File: config.mk
export PLATFORM = sky130hd
export DESIGN_NAME = kernel_launch_ctrl_flat
export DESIGN_NICKNAME = d
export VERILOG_FILES = /design/src/rtl/kernel_launch_ctrl_if.sv /design/src/rtl/kernel_launch_ctrl.sv /design/src/flat_wrapper.sv
export SDC_FILE = /design/constraint.sdc
export NUM_CORES = 1
export LEC_CHECK = 0
export ABC_AREA = 1
export ABC_CLOCK_PERIOD_IN_PS = 1500
export BUFFER_PORTS_ARGS = -buffer_cell sky130_fd_sc_hd__buf_2
export CORE_AREA = 2 2 146 148
export CTS_BUF_LIST = sky130_fd_sc_hd__clkbuf_8
export DETAILED_ROUTE_END_ITERATION = 8
export DIE_AREA = 0 0 148 150
export PLACE_DENSITY_LB_ADDON = 0.2
export SYNTH_ARGS = -nofsm -noshare
export SYNTH_HDL_FRONTEND = slang
export SYNTH_SLANG_ARGS = --single-unit
File: constraint.sdc
create_clock -name clk -period 1.5 [get_ports clk]
set_input_delay 0.15 -clock clk [delete_from_list [all_inputs] [get_ports clk]]
set_output_delay 0.15 -clock clk [all_outputs]
set_load 0.005 [all_outputs]
File: src/rtl/kernel_launch_ctrl_if.sv
// Launch/completion bundle between host, controller and kernel.
// Host side drives start/continue/arguments; controller drives tokens back.
interface kernel_launch_ctrl_if #(
    parameter int NUM_ARGS  = 4,
    parameter int ARG_WIDTH = 32,
    parameter int NUM_ENDS  = 4,
    parameter int RET_WIDTH = 32
);
    logic                          ap_start;
    logic                          ap_ready;
    logic                          ap_done;
    logic                          ap_continue;
    logic [NUM_ARGS*ARG_WIDTH-1:0] args_in;
    logic [NUM_ARGS*ARG_WIDTH-1:0] args_data;
    logic [NUM_ARGS-1:0]           args_valid;
    logic [NUM_ARGS-1:0]           args_ready;
    logic [NUM_ENDS-1:0]           ends_valid;
    logic [NUM_ENDS-1:0]           ends_ready;
    logic [RET_WIDTH-1:0]          ret_in;
    logic [RET_WIDTH-1:0]          ret_out;
    logic [31:0]                   cycle_count;

    modport master (
        output ap_start, ap_continue, args_in,
        output args_ready, ends_valid, ret_in,
        input  ap_ready, ap_done, args_data,
        input  args_valid, ends_ready, ret_out,
        input  cycle_count
    );

    modport slave (
        input  ap_start, ap_continue, args_in,
        input  args_ready, ends_valid, ret_in,
        output ap_ready, ap_done, args_data,
        output args_valid, ends_ready, ret_out,
        output cycle_count
    );
endinterface

File: src/rtl/kernel_launch_ctrl.sv
// Kernel launch/completion controller: one-shot argument tokens, unordered end join.
// Define KERNEL_CYCLE_COUNT_EN to build the saturating run-cycle counter.
module kernel_launch_ctrl #(
    parameter int NUM_ARGS  = 4,
    parameter int ARG_WIDTH = 32,
    parameter int NUM_ENDS  = 4,
    parameter int RET_WIDTH = 32,
    parameter bit HOLD_DONE = 1'b0
) (
    input logic                clk,
    input logic                rst,
    kernel_launch_ctrl_if.slave bus
);
    typedef enum logic [1:0] {
        IDLE = 2'd0,
        RUN  = 2'd1,
        DONE = 2'd2
    } state_t;

    state_t              state;
    logic [NUM_ARGS-1:0] sent;
    logic [NUM_ENDS-1:0] got;
    logic [NUM_ARGS-1:0] arg_hs;
    logic [NUM_ENDS-1:0] end_hs;
    logic                in_run;
    logic                launch;

    assign in_run = (state == RUN);
    assign launch = (state == IDLE) && bus.ap_start;

    assign bus.ap_ready   = (state == IDLE);
    assign bus.ap_done    = (state == DONE);
    assign bus.args_valid = in_run ? ~sent : '0;
    assign bus.ends_ready = in_run ? ~got  : '0;

    assign arg_hs = bus.args_valid & bus.args_ready;
    assign end_hs = bus.ends_valid & bus.ends_ready;

    always_ff @(posedge clk) begin
        if (rst) begin
            state         <= IDLE;
            sent          <= '0;
            got           <= '0;
            bus.args_data <= '0;
            bus.ret_out   <= '0;
        end else begin
            unique case (1'b1)
                (state == IDLE): begin
                    if (bus.ap_start) begin
                        bus.args_data <= bus.args_in;
                        sent          <= '0;
                        got           <= '0;
                        state         <= RUN;
                    end
                end
                (state == RUN): begin
                    sent <= sent | arg_hs;
                    got  <= got | end_hs;
                    if (end_hs[0])
                        bus.ret_out <= bus.ret_in;
                    // Same-cycle handshakes complete the join too.
                    if (&(got | end_hs))
                        state <= DONE;
                end
                (state == DONE): begin
                    if (!HOLD_DONE || bus.ap_continue)
                        state <= IDLE;
                end
                default: state <= IDLE;
            endcase
        end
    end

`ifdef KERNEL_CYCLE_COUNT_EN
    logic [31:0] cnt;

    always_ff @(posedge clk) begin
        if (rst)
            cnt <= '0;
        else if (launch)
            cnt <= '0;
        else if (in_run && (cnt != 32'hFFFF_FFFF))
            cnt <= cnt + 32'd1;
    end

    assign bus.cycle_count = cnt;
`else
    assign bus.cycle_count = 32'd0;
`endif
endmodule

File: src/flat_wrapper.sv
// flat-port wrapper written by rule: the top's interface ports become plain ports
module kernel_launch_ctrl_flat 
#(
    parameter int NUM_ARGS  = 4,
    parameter int ARG_WIDTH = 32,
    parameter int NUM_ENDS  = 4,
    parameter int RET_WIDTH = 32,
    parameter bit HOLD_DONE = 1'b0
)
  (clk, rst, bus_ap_start, bus_ap_continue, bus_args_in, bus_args_ready, bus_ends_valid, bus_ret_in, bus_ap_ready, bus_ap_done, bus_args_data, bus_args_valid, bus_ends_ready, bus_ret_out, bus_cycle_count);
  kernel_launch_ctrl_if #(.NUM_ARGS(NUM_ARGS), .ARG_WIDTH(ARG_WIDTH), .NUM_ENDS(NUM_ENDS), .RET_WIDTH(RET_WIDTH)) bus_i ();
  input logic clk;
  input logic rst;
  input wire logic [$bits(bus_i.ap_start)-1:0] bus_ap_start;
  input wire logic [$bits(bus_i.ap_continue)-1:0] bus_ap_continue;
  input wire logic [$bits(bus_i.args_in)-1:0] bus_args_in;
  input wire logic [$bits(bus_i.args_ready)-1:0] bus_args_ready;
  input wire logic [$bits(bus_i.ends_valid)-1:0] bus_ends_valid;
  input wire logic [$bits(bus_i.ret_in)-1:0] bus_ret_in;
  output wire logic [$bits(bus_i.ap_ready)-1:0] bus_ap_ready;
  output wire logic [$bits(bus_i.ap_done)-1:0] bus_ap_done;
  output wire logic [$bits(bus_i.args_data)-1:0] bus_args_data;
  output wire logic [$bits(bus_i.args_valid)-1:0] bus_args_valid;
  output wire logic [$bits(bus_i.ends_ready)-1:0] bus_ends_ready;
  output wire logic [$bits(bus_i.ret_out)-1:0] bus_ret_out;
  output wire logic [$bits(bus_i.cycle_count)-1:0] bus_cycle_count;
  assign bus_i.ap_start = bus_ap_start;
  assign bus_i.ap_continue = bus_ap_continue;
  assign bus_i.args_in = bus_args_in;
  assign bus_i.args_ready = bus_args_ready;
  assign bus_i.ends_valid = bus_ends_valid;
  assign bus_i.ret_in = bus_ret_in;
  assign bus_ap_ready = bus_i.ap_ready;
  assign bus_ap_done = bus_i.ap_done;
  assign bus_args_data = bus_i.args_data;
  assign bus_args_valid = bus_i.args_valid;
  assign bus_ends_ready = bus_i.ends_ready;
  assign bus_ret_out = bus_i.ret_out;
  assign bus_cycle_count = bus_i.cycle_count;
  kernel_launch_ctrl #(.NUM_ARGS(NUM_ARGS), .ARG_WIDTH(ARG_WIDTH), .NUM_ENDS(NUM_ENDS), .RET_WIDTH(RET_WIDTH), .HOLD_DONE(HOLD_DONE)) u_core (.clk(clk), .rst(rst), .bus(bus_i));
endmodule
==> impl_metrics.env, run 1 <==
export IMPL_synth_xor_area_frac=0
export IMPL_synth_top_family_by_area="buffers and inverters"
export IMPL_cts_root_buf="clkbuf_8"
export IMPL_synth_edf_count=0
export IMPL_nNetsFinal=1450
export IMPL_grt_usage=0.176
export IMPL_grt_max_degree=62
export IMPL_critPathLaunch="u_core.state[1]$_SDFFE_PP0P_"
export IMPL_fp_dieArea_um2=22200
export IMPL_synth_compound_area_frac=0.132
export IMPL_power_uw=10000
export IMPL_clock_sinks=170
export IMPL_hold_path_startpoint="bus_ends_valid[0]"
export IMPL_initial_utilization=0.311
export IMPL_post_route_period_util=0.920
export IMPL_vdd_drop_max_mv=0.482
export IMPL_synth_simple_area_share=0.164
export IMPL_setup_tns_final_ns=0
export IMPL_post_drt_wl_per_cell_um=13.0
export IMPL_area_growth_pct=60.2
export IMPL_die_x_um=148
export IMPL_yosys_top_cells_area="dfxtp_1 (53%), nand3_1 (10%), o21ai_1 (8.9%)"
export IMPL_p_leak_uw=0.00530
export IMPL_cts_buffers=17
export IMPL_cap_violations=0
export IMPL_synthCells=788
export IMPL_end_kind="output pin"
export IMPL_synthMuxAreaShare=0
export IMPL_synth_ff_type="dfxtp_1"
export IMPL_yosys_warnings=0
export IMPL_setup_viol=0
export IMPL_drtIter0Drc=229
export IMPL_fill_cells=2054
export IMPL_drive_gt1_frac=0.308
export IMPL_r2r_start="u_core.state[1]$_SDFFE_PP0P_"
export IMPL_place_congestion=0.793
export IMPL_regArea_um2=3410
export IMPL_dp_hpwl_mm=13.2
export IMPL_timing_hold_violations_final=0
export IMPL_multiInputGateArea_um2=2040
export IMPL_cts_tree="done"
export IMPL_fin_skew_ns=0.0120
export IMPL_grt_pass1_wl_mm=31.5
export IMPL_status="finished, final reports clean"
export IMPL_syn_area_um2=6430
export IMPL_path_class="reg -> out"
export IMPL_num_vias=6666
export IMPL_synthArstFlopShare=0
export IMPL_layout_commonest_cell="buf_2"
export IMPL_slew_viol_final=0
export IMPL_yosys_area_top_type="dfxtp_1"
export IMPL_antenna_found_initial=0
export IMPL_cp_required_ns=1.35
export IMPL_final_antenna_net_count=0
export IMPL_routed_via_density=4.26
export IMPL_synth_adder_area_share=0
export IMPL_antennaDiodeCount=0
export IMPL_critPathArrivalTime_ns=1.23
export IMPL_core_rowCount=53
export IMPL_die_h_um=150
export IMPL_pin_count=374
export IMPL_powerDensity_nw_per_um2=976
export IMPL_cts_max_level=4
export IMPL_ys_types=21
export IMPL_period_needed_ns=1.38
export IMPL_synthDominantCellAreaShare=0.529
export IMPL_reg2reg_slack_ns=0.22
export IMPL_cp_max_fo=10
export IMPL_mostFrequentLayoutCells="buf_2 (340), dlygate4sd3_1 (168), dfxtp_1 (168), inv_1 (140), nand3_1 (132)"
export IMPL_grt_pass1_vias=6333
export IMPL_grt_overflow_total=0
export IMPL_dr_pass1_iters=4
export IMPL_crit_path_start_kind="register"
export IMPL_coreArea_um2=20700
export IMPL_yosysSeqAreaShare=0.529
export IMPL_wl_mm=20.4
export IMPL_avgSynthCellArea_um2=8.16
export IMPL_ys_ff_latch=170
export IMPL_ctsLongestPathBuffers=2
export IMPL_fmax_mhz=724
export IMPL_clkTransAtPathRegs_ns=0.09
export IMPL_rsz0062_at_grt="false"
export IMPL_hold_class="in -> reg"
export IMPL_drc=0
export IMPL_port_buffers=340
export IMPL_insertion_delay_ns=0.46
-- per-layer routing --
| layer | vias to the layer above | GRT usage | wire length (um) |
|---|---|---|---|
| met3 | 35 | 0.0421 | 1280 |
| met4 | 0 | 0.0729 | 483 |
| met2 | 231 | 0.307 | 10200 |
| met1 | 2976 | 0.208 | 8440 |
| met5 | - | 0 | 0 |
| li1 | 3424 | - | - |
-- cell type report --
class,instances,share of cell area
clock buffer,17,0.0227
clock inverter,15,0.0146
inverter,140,0.0515
multi-input combinational,425,0.198
sequential,170,0.331
tap,275,0.0334
timing repair buffer,524,0.349
-- repair_timing --
item,4_1_cts,5_1_grt
setup buffers,1,0
setup endpoints to repair,7,0
hold buffers,168,0
resized for setup,3,0
hold endpoints to repair,169,0
-- worst paths after layout --
kind | to | depth (start not counted)
worst max-delay path | bus_ends_ready[0] | 4
worst min-delay path | u_core.got[0]$_SDFFE_PP0P_ | 3
worst max register to register | u_core.bus.args_data[58]$_SDFFE_PP0P_ | 4
worst min register to register | u_core.sent[3]$_SDFFE_PP0P_ | 2
-- registers in the layout (all words and copies together), names as in the netlist --
signal,flops
u_core.bus.args_data,128
u_core.bus.ret_out,32
u_core.got,4
u_core.sent,4
u_core.state,2
-- kinds of logic (layout without fill, tap and decap cells) --
kind of cell | Yosys count | count (layout)
AO/OA/AOI/OAI | 169 | 169
buffers and inverters | 224 | 696
flip-flops | 170 | 170
other | 1 | 32
AND/OR/NAND/NOR | 224 | 224
-- report_power, final --
| group | internal [uW] | leakage, uW | switching [uW] |
|---|---|---|---|
| Combinational | 934 | 0.00371 | 873 |
| Sequential | 4840 | 0.00140 | 159 |
| Clock | 1480 | 0.000193 | 1760 |
-- critical path, cell delays in order, from the launching register on --
cell and delay [ns]:
dfxtp_2 0.35, inv_2 0.07, nand2_4 0.11, nor2_8 0.12
buf_2 0.13
-- cell usage after synthesis, types with 2 or more instances --
master    instances
o21ai_1         114
buf_2            14
inv_2             2
buf_1             7
o21ai_0          47
buf_4            35
nand3_1         132
dfxtp_1         170
nand2_4           2
nand2_1          13
clkbuf_1         11
inv_1           137
nor2_1           73
buf_6            17
a21oi_1           8
-- stage by stage --
| step | std cells | area [um2] | hold WS [ns] | util | setup slack (ns) |
|---|---|---|---|---|---|
| 4_1_cts | 1566 | 10300 | 0.00797 | 0.498 | 0.0679 |
| 6_report | 1566 | 10300 | 0.0449 | 0.498 | 0.120 |
| 3_3_place_gp | 1366 | 8220 | 0.388 | 0.397 | 0.232 |
| 5_1_grt | 1566 | 10300 | 0.0212 | 0.498 | 0.0282 |
| 3_5_place_dp | 1366 | 8220 | 0.395 | 0.397 | 0.216 |
| 2_1_floorplan | 819 | 6540 | 0.286 | - | 0.334 |
Power figures use the tool's default switching activity.
==> run 2: changes to the inputs <==
ABC_CLOCK_PERIOD_IN_PS = 1680   (was 1500)
clock period = 1.68 ns   (was 1.5 ns; I/O delays follow)
==> impl_metrics.env, run 2 (synthesized netlist as in run 1, its figures left out) <==
export IMPL_status="finished, final reports clean"
export IMPL_drtIter0Drc=228
export IMPL_grt_overflow_total=0
export IMPL_fp_dieArea_um2=22200
export IMPL_cts_max_level=4
export IMPL_antennaDiodeCount=0
export IMPL_fill_cells=2031
export IMPL_path_class="reg -> out"
export IMPL_finalInstanceArea_um2=10300
export IMPL_top_regs="u_core.bus.args_data x128, u_core.bus.ret_out x32"
export IMPL_p_comb_frac=0.180
export IMPL_place_congestion=0.793
export IMPL_setup_tns_final_ns=0
export IMPL_fmax_mhz=641
export IMPL_clkTransAtPathRegs_ns=0.10
export IMPL_utilization=0.499
export IMPL_insertion_delay_ns=0.45
export IMPL_regToRegEndpoint="u_core.bus.args_data[58]$_SDFFE_PP0P_"
export IMPL_rsz0062_at_grt="false"
export IMPL_ctsLongestPathBuffers=2
export IMPL_final_antenna_net_count=0
export IMPL_layout_commonest_cell="buf_2"
export IMPL_p_int_uw=6460
export IMPL_reg2reg_slack_ns=0.33
export IMPL_nNetsFinal=1448
export IMPL_vdd_drop_max_mv=0.402
export IMPL_num_vias=6745
export IMPL_drive_gt1_frac=0.306
export IMPL_dp_hpwl_mm=13.1
export IMPL_core_rowCount=53
export IMPL_p_sw_frac=0.282
export IMPL_regMostFlops="u_core.bus.args_data"
export IMPL_period_needed_ns=1.56
export IMPL_cts_root_buf="clkbuf_8"
export IMPL_routed_via_density=4.31
export IMPL_hold_path_startpoint="bus_ends_valid[0]"
export IMPL_post_drt_wl_per_cell_um=13.1
export IMPL_r2r_start="u_core.state[0]$_SDFFE_PP0P_"
export IMPL_p_clk_frac=0.322
export IMPL_powerDensity_nw_per_um2=872
export IMPL_hold_end="u_core.got[0]$_SDFFE_PP0P_"
export IMPL_die_h_um=150
export IMPL_power_uw=8990
export IMPL_cp_required_ns=1.51
export IMPL_p_leak_uw=0.00530
export IMPL_wl_mm=20.5
export IMPL_pwr_share_seq=0.497
export IMPL_cts_buffers=17
export IMPL_antenna_found_initial=0
export IMPL_whs_ns=0.0573
export IMPL_cts_tree="done"
export IMPL_drc=0
export IMPL_grt_pass1_vias=6569
export IMPL_grt_pass1_wl_mm=31.7
export IMPL_fin_skew_ns=0.0180
export IMPL_mostFrequentLayoutCells="buf_2 (340), dfxtp_1 (169), dlygate4sd3_1 (168), inv_1 (138), nand3_1 (132)"
export IMPL_timing_hold_violations_final=0
export IMPL_coreArea_um2=20700
export IMPL_pin_count=374
export IMPL_hold_class="in -> reg"
export IMPL_worstHoldPathCells=3
export IMPL_die_x_um=148
export IMPL_cap_violations=0
export IMPL_area_growth_pct=60.5
export IMPL_clock_sinks=170
export IMPL_p_sw_uw=2540
export IMPL_dr_pass1_iters=4
export IMPL_crit_path_start_kind="register"
export IMPL_initial_utilization=0.311
export IMPL_grt_usage=0.176
export IMPL_critPathArrivalTime_ns=1.39
export IMPL_r2r_cells=4
export IMPL_slew_viol_final=0
export IMPL_grt_max_degree=66
export IMPL_cp_max_fo=9
export IMPL_setup_viol=0
export IMPL_place_area_um2=8230
export IMPL_end_kind="output pin"
export IMPL_post_route_period_util=0.929
export IMPL_port_buffers=340
export IMPL_largest_register_ffs=128
run 2: routing by layer:
metal  global-route usage  routed length [um]  vias to the layer above
met5                    0                   0                        -
met4               0.0852                 677                        0
met3               0.0485                1280                       52
met2                0.306               10100                      246
met1                0.200                8440                     3023
li1                     -                   -                     3424
run 2: per-stage QoR:
step	setup slack [ns]	instances
after floorplan	0.514	819
after global placement	0.272	1363
after detailed placement	0.266	1363
after CTS	0.0103	1563
after global routing	0.0184	1564
final	0.120	1564
run 2: final cells by class:
class,count,area [um2],share of cell area
flip-flops and latches,170,3410,0.330
multi-input cells,425,2040,0.197
inverters,140,531,0.0514
clock inverters,13,136,0.0132
well taps,275,344,0.0334
repair buffers,522,3600,0.349
clock buffers,19,262,0.0253
run 2: power by group through the flow:
| stage | Combinational, uW | Sequential, uW | Clock, uW |
|---|---|---|---|
| 2_1_floorplan | 682 | 4590 | 0 |
| 4_1_cts | 1620 | 4470 | 3030 |
| 6_report | 1620 | 4470 | 2900 |
| 5_1_grt | 1800 | 4510 | 3200 |
| 3_3_place_gp | 1310 | 4550 | 0 |
| 3_5_place_dp | 1310 | 4560 | 0 |
run 2: worst max path at each step:
stage                                                   endpoint  slack, ns  cells past startpoint                          from
after floorplan           u_core.bus.args_data[118]$_SDFFE_PP0P_       0.51                      7  u_core.state[0]$_SDFFE_PP0P_
after global placement        u_core.bus.ret_out[0]$_SDFFE_PP0P_       0.27                      6  u_core.state[0]$_SDFFE_PP0P_
after detailed placement     u_core.bus.ret_out[29]$_SDFFE_PP0P_       0.27                      6  u_core.state[0]$_SDFFE_PP0P_
after CTS                                      bus_ends_ready[2]       0.01                      5  u_core.state[1]$_SDFFE_PP0P_
after global routing                           bus_args_valid[1]       0.02                      5  u_core.state[1]$_SDFFE_PP0P_
final                                          bus_ends_ready[2]       0.12                      5  u_core.state[1]$_SDFFE_PP0P_
run 2: what timing repair did:
action / CTS / global route
hold endpoints to repair: 169 / 0
pin swaps: 0 / 0
hold buffers: 168 / 0
cloned: 0 / 0
buffers inserted: 0 / 1
endpoints found under the setup margin: 7 / 4
gates resized for setup: 1 / 1
run 2: worst max-delay path, cell delays in order (launching register included):
cell	delay, ns
dfxtp_1	0.35
inv_2	0.10
nand2_4	0.07
buf_4	0.17
nor2_1	0.12
buf_2	0.13
==> run 3: changes to the inputs <==
REMOVE_ABC_BUFFERS = 1   (was default)
==> impl_metrics.env, run 3 (synthesized netlist as in run 1, its figures left out) <==
export IMPL_period_needed_ns=1.58
export IMPL_grt_pass1_vias=6519
export IMPL_post_route_period_util=0.940
export IMPL_slew_viol_final=0
export IMPL_worstPathCellList="inv_2, nand2_4, buf_4, nor2_1, buf_2"
export IMPL_grt_max_degree=82
export IMPL_port_buffers=340
export IMPL_grt_overflow_total=0
export IMPL_largest_register_ffs=128
export IMPL_fp_dieArea_um2=22200
export IMPL_crit_path_start_kind="register"
export IMPL_timing_hold_violations_final=0
export IMPL_fmax_mhz=633
export IMPL_pin_count=374
export IMPL_clkTransAtPathRegs_ns=0.10
export IMPL_cp_max_fo=9
export IMPL_crit_family="buffers and inverters"
export IMPL_routed_via_density=4.26
export IMPL_grt_pass1_wl_mm=32.1
export IMPL_regToRegEndpoint="u_core.bus.args_data[119]$_SDFFE_PP0P_"
export IMPL_end_kind="output pin"
export IMPL_cap_violations=0
export IMPL_fin_ws_ns=0.101
export IMPL_status="finished, final reports clean"
export IMPL_critPathArrivalTime_ns=1.41
export IMPL_cts_buffers=17
export IMPL_cp_required_ns=1.51
export IMPL_cts_tree="done"
export IMPL_worstHoldPathCells=4
export IMPL_wl_mm=20.7
export IMPL_ctsLongestPathBuffers=2
export IMPL_area_growth_pct=59.0
export IMPL_nNetsFinal=1444
export IMPL_post_drt_wl_per_cell_um=13.3
export IMPL_critPathLaunch="u_core.state[1]$_SDFFE_PP0P_"
export IMPL_vdd_drop_max_mv=0.423
export IMPL_crit_cells=5
export IMPL_r2r_cells=5
export IMPL_die_h_um=150
export IMPL_powerDensity_nw_per_um2=865
export IMPL_final_antenna_net_count=0
export IMPL_fin_skew_ns=0.0118
export IMPL_place_congestion=0.757
export IMPL_r2r_start="u_core.state[0]$_SDFFE_PP0P_"
export IMPL_reg2reg_slack_ns=0.28
export IMPL_mostFrequentLayoutCells="buf_2 (340), dfxtp_1 (169), dlygate4sd3_1 (166), inv_1 (138), nand3_1 (132)"
export IMPL_initial_utilization=0.311
export IMPL_coreArea_um2=20700
export IMPL_cts_root_buf="clkbuf_8"
export IMPL_p_leak_uw=0.00526
export IMPL_grt_usage=0.179
export IMPL_setup_tns_final_ns=0
export IMPL_slowest_stage="dfxtp_2"
export IMPL_layout_commonest_cell="buf_2"
export IMPL_drive_gt1_frac=0.306
export IMPL_clock_sinks=170
export IMPL_path_buf_inv=3
export IMPL_num_vias=6653
export IMPL_path_class="reg -> out"
export IMPL_hold_class="in -> reg"
export IMPL_dp_slack_ns=0.312
export IMPL_setup_viol=0
export IMPL_core_rowCount=53
export IMPL_die_x_um=148
export IMPL_whs_ns=0.0492
export IMPL_regMostFlops="u_core.bus.args_data"
export IMPL_top_regs="u_core.bus.args_data x128, u_core.bus.ret_out x32"
export IMPL_drc=0
export IMPL_cts_max_level=4
export IMPL_insertion_delay_ns=0.44
export IMPL_antenna_found_initial=1
export IMPL_drtIter0Drc=214
export IMPL_slowest_delay_ns=0.35
export IMPL_dr_pass1_iters=4
export IMPL_dp_hpwl_mm=13.3
export IMPL_cp_endpoint="bus_args_valid[3]"
run 3: where the power goes:
part / internal, uW / leakage [uW] / switching (uW) / total, uW
sequential: 4320 / 0.00140 / 147 / 4470
combinational: 819 / 0.00367 / 783 / 1600
clock: 1140 / 0.000187 / 1630 / 2770
total: 6280 / 0.00526 / 2560 / 8840
run 3: what timing repair did:
action / CTS / global route
resized for setup: 0 / 1
hold buffers: 166 / 0
setup buffers: 0 / 2
hold endpoints to repair: 166 / 0
endpoints found under the setup margin: 0 / 4
run 3: layout make-up:
cell class / instances / area (um2)
diodes: 1 / 2.50
clock buffers: 19 / 262
clock inverters: 13 / 114
fillers: 2000 / 10500
inverters: 140 / 531
multi-input cells: 425 / 2040
flip-flops and latches: 170 / 3400
well taps: 275 / 344
repair buffers: 518 / 3530
run 3: stage by stage:
stage                      util  power (uW)  area (um2)  std cells
after floorplan               -        5110        5950        735
after global placement    0.395        5850        8170       1360
after detailed placement  0.395        5860        8170       1360
after CTS                 0.493        8990       10200       1558
after global routing      0.494        9360       10200       1561
final                     0.494        8840       10200       1561
run 3: worst min path at each step:
stage	end	startpoint	slack (ns)
after floorplan	u_core.bus.args_data[100]$_SDFFE_PP0P_	bus_args_in[100]	0.31
after global placement	u_core.bus.args_data[60]$_SDFFE_PP0P_	bus_args_in[60]	0.41
after detailed placement	u_core.bus.args_data[9]$_SDFFE_PP0P_	bus_args_in[9]	0.41
after CTS	u_core.state[0]$_SDFFE_PP0P_	rst	0.0004
after global routing	u_core.state[0]$_SDFFE_PP0P_	rst	0.01
final	u_core.state[0]$_SDFFE_PP0P_	rst	0.05
run 3: routing by layer:
metal / GRT usage / share of wire / vias to the layer above
met4: 0.0533 / 0.015 / 0
met5: 0 / 0 / -
met2: 0.314 / 0.49 / 245
li1: - / - / 3426
met3: 0.0546 / 0.071 / 16
met1: 0.212 / 0.43 / 2966
run 3: tightest hold or removal path, cell delays in order:
cell and delay (ns):
buf_2 0.11, nor2_1 0.06, o21ai_0 0.06, nand2_1 0.05
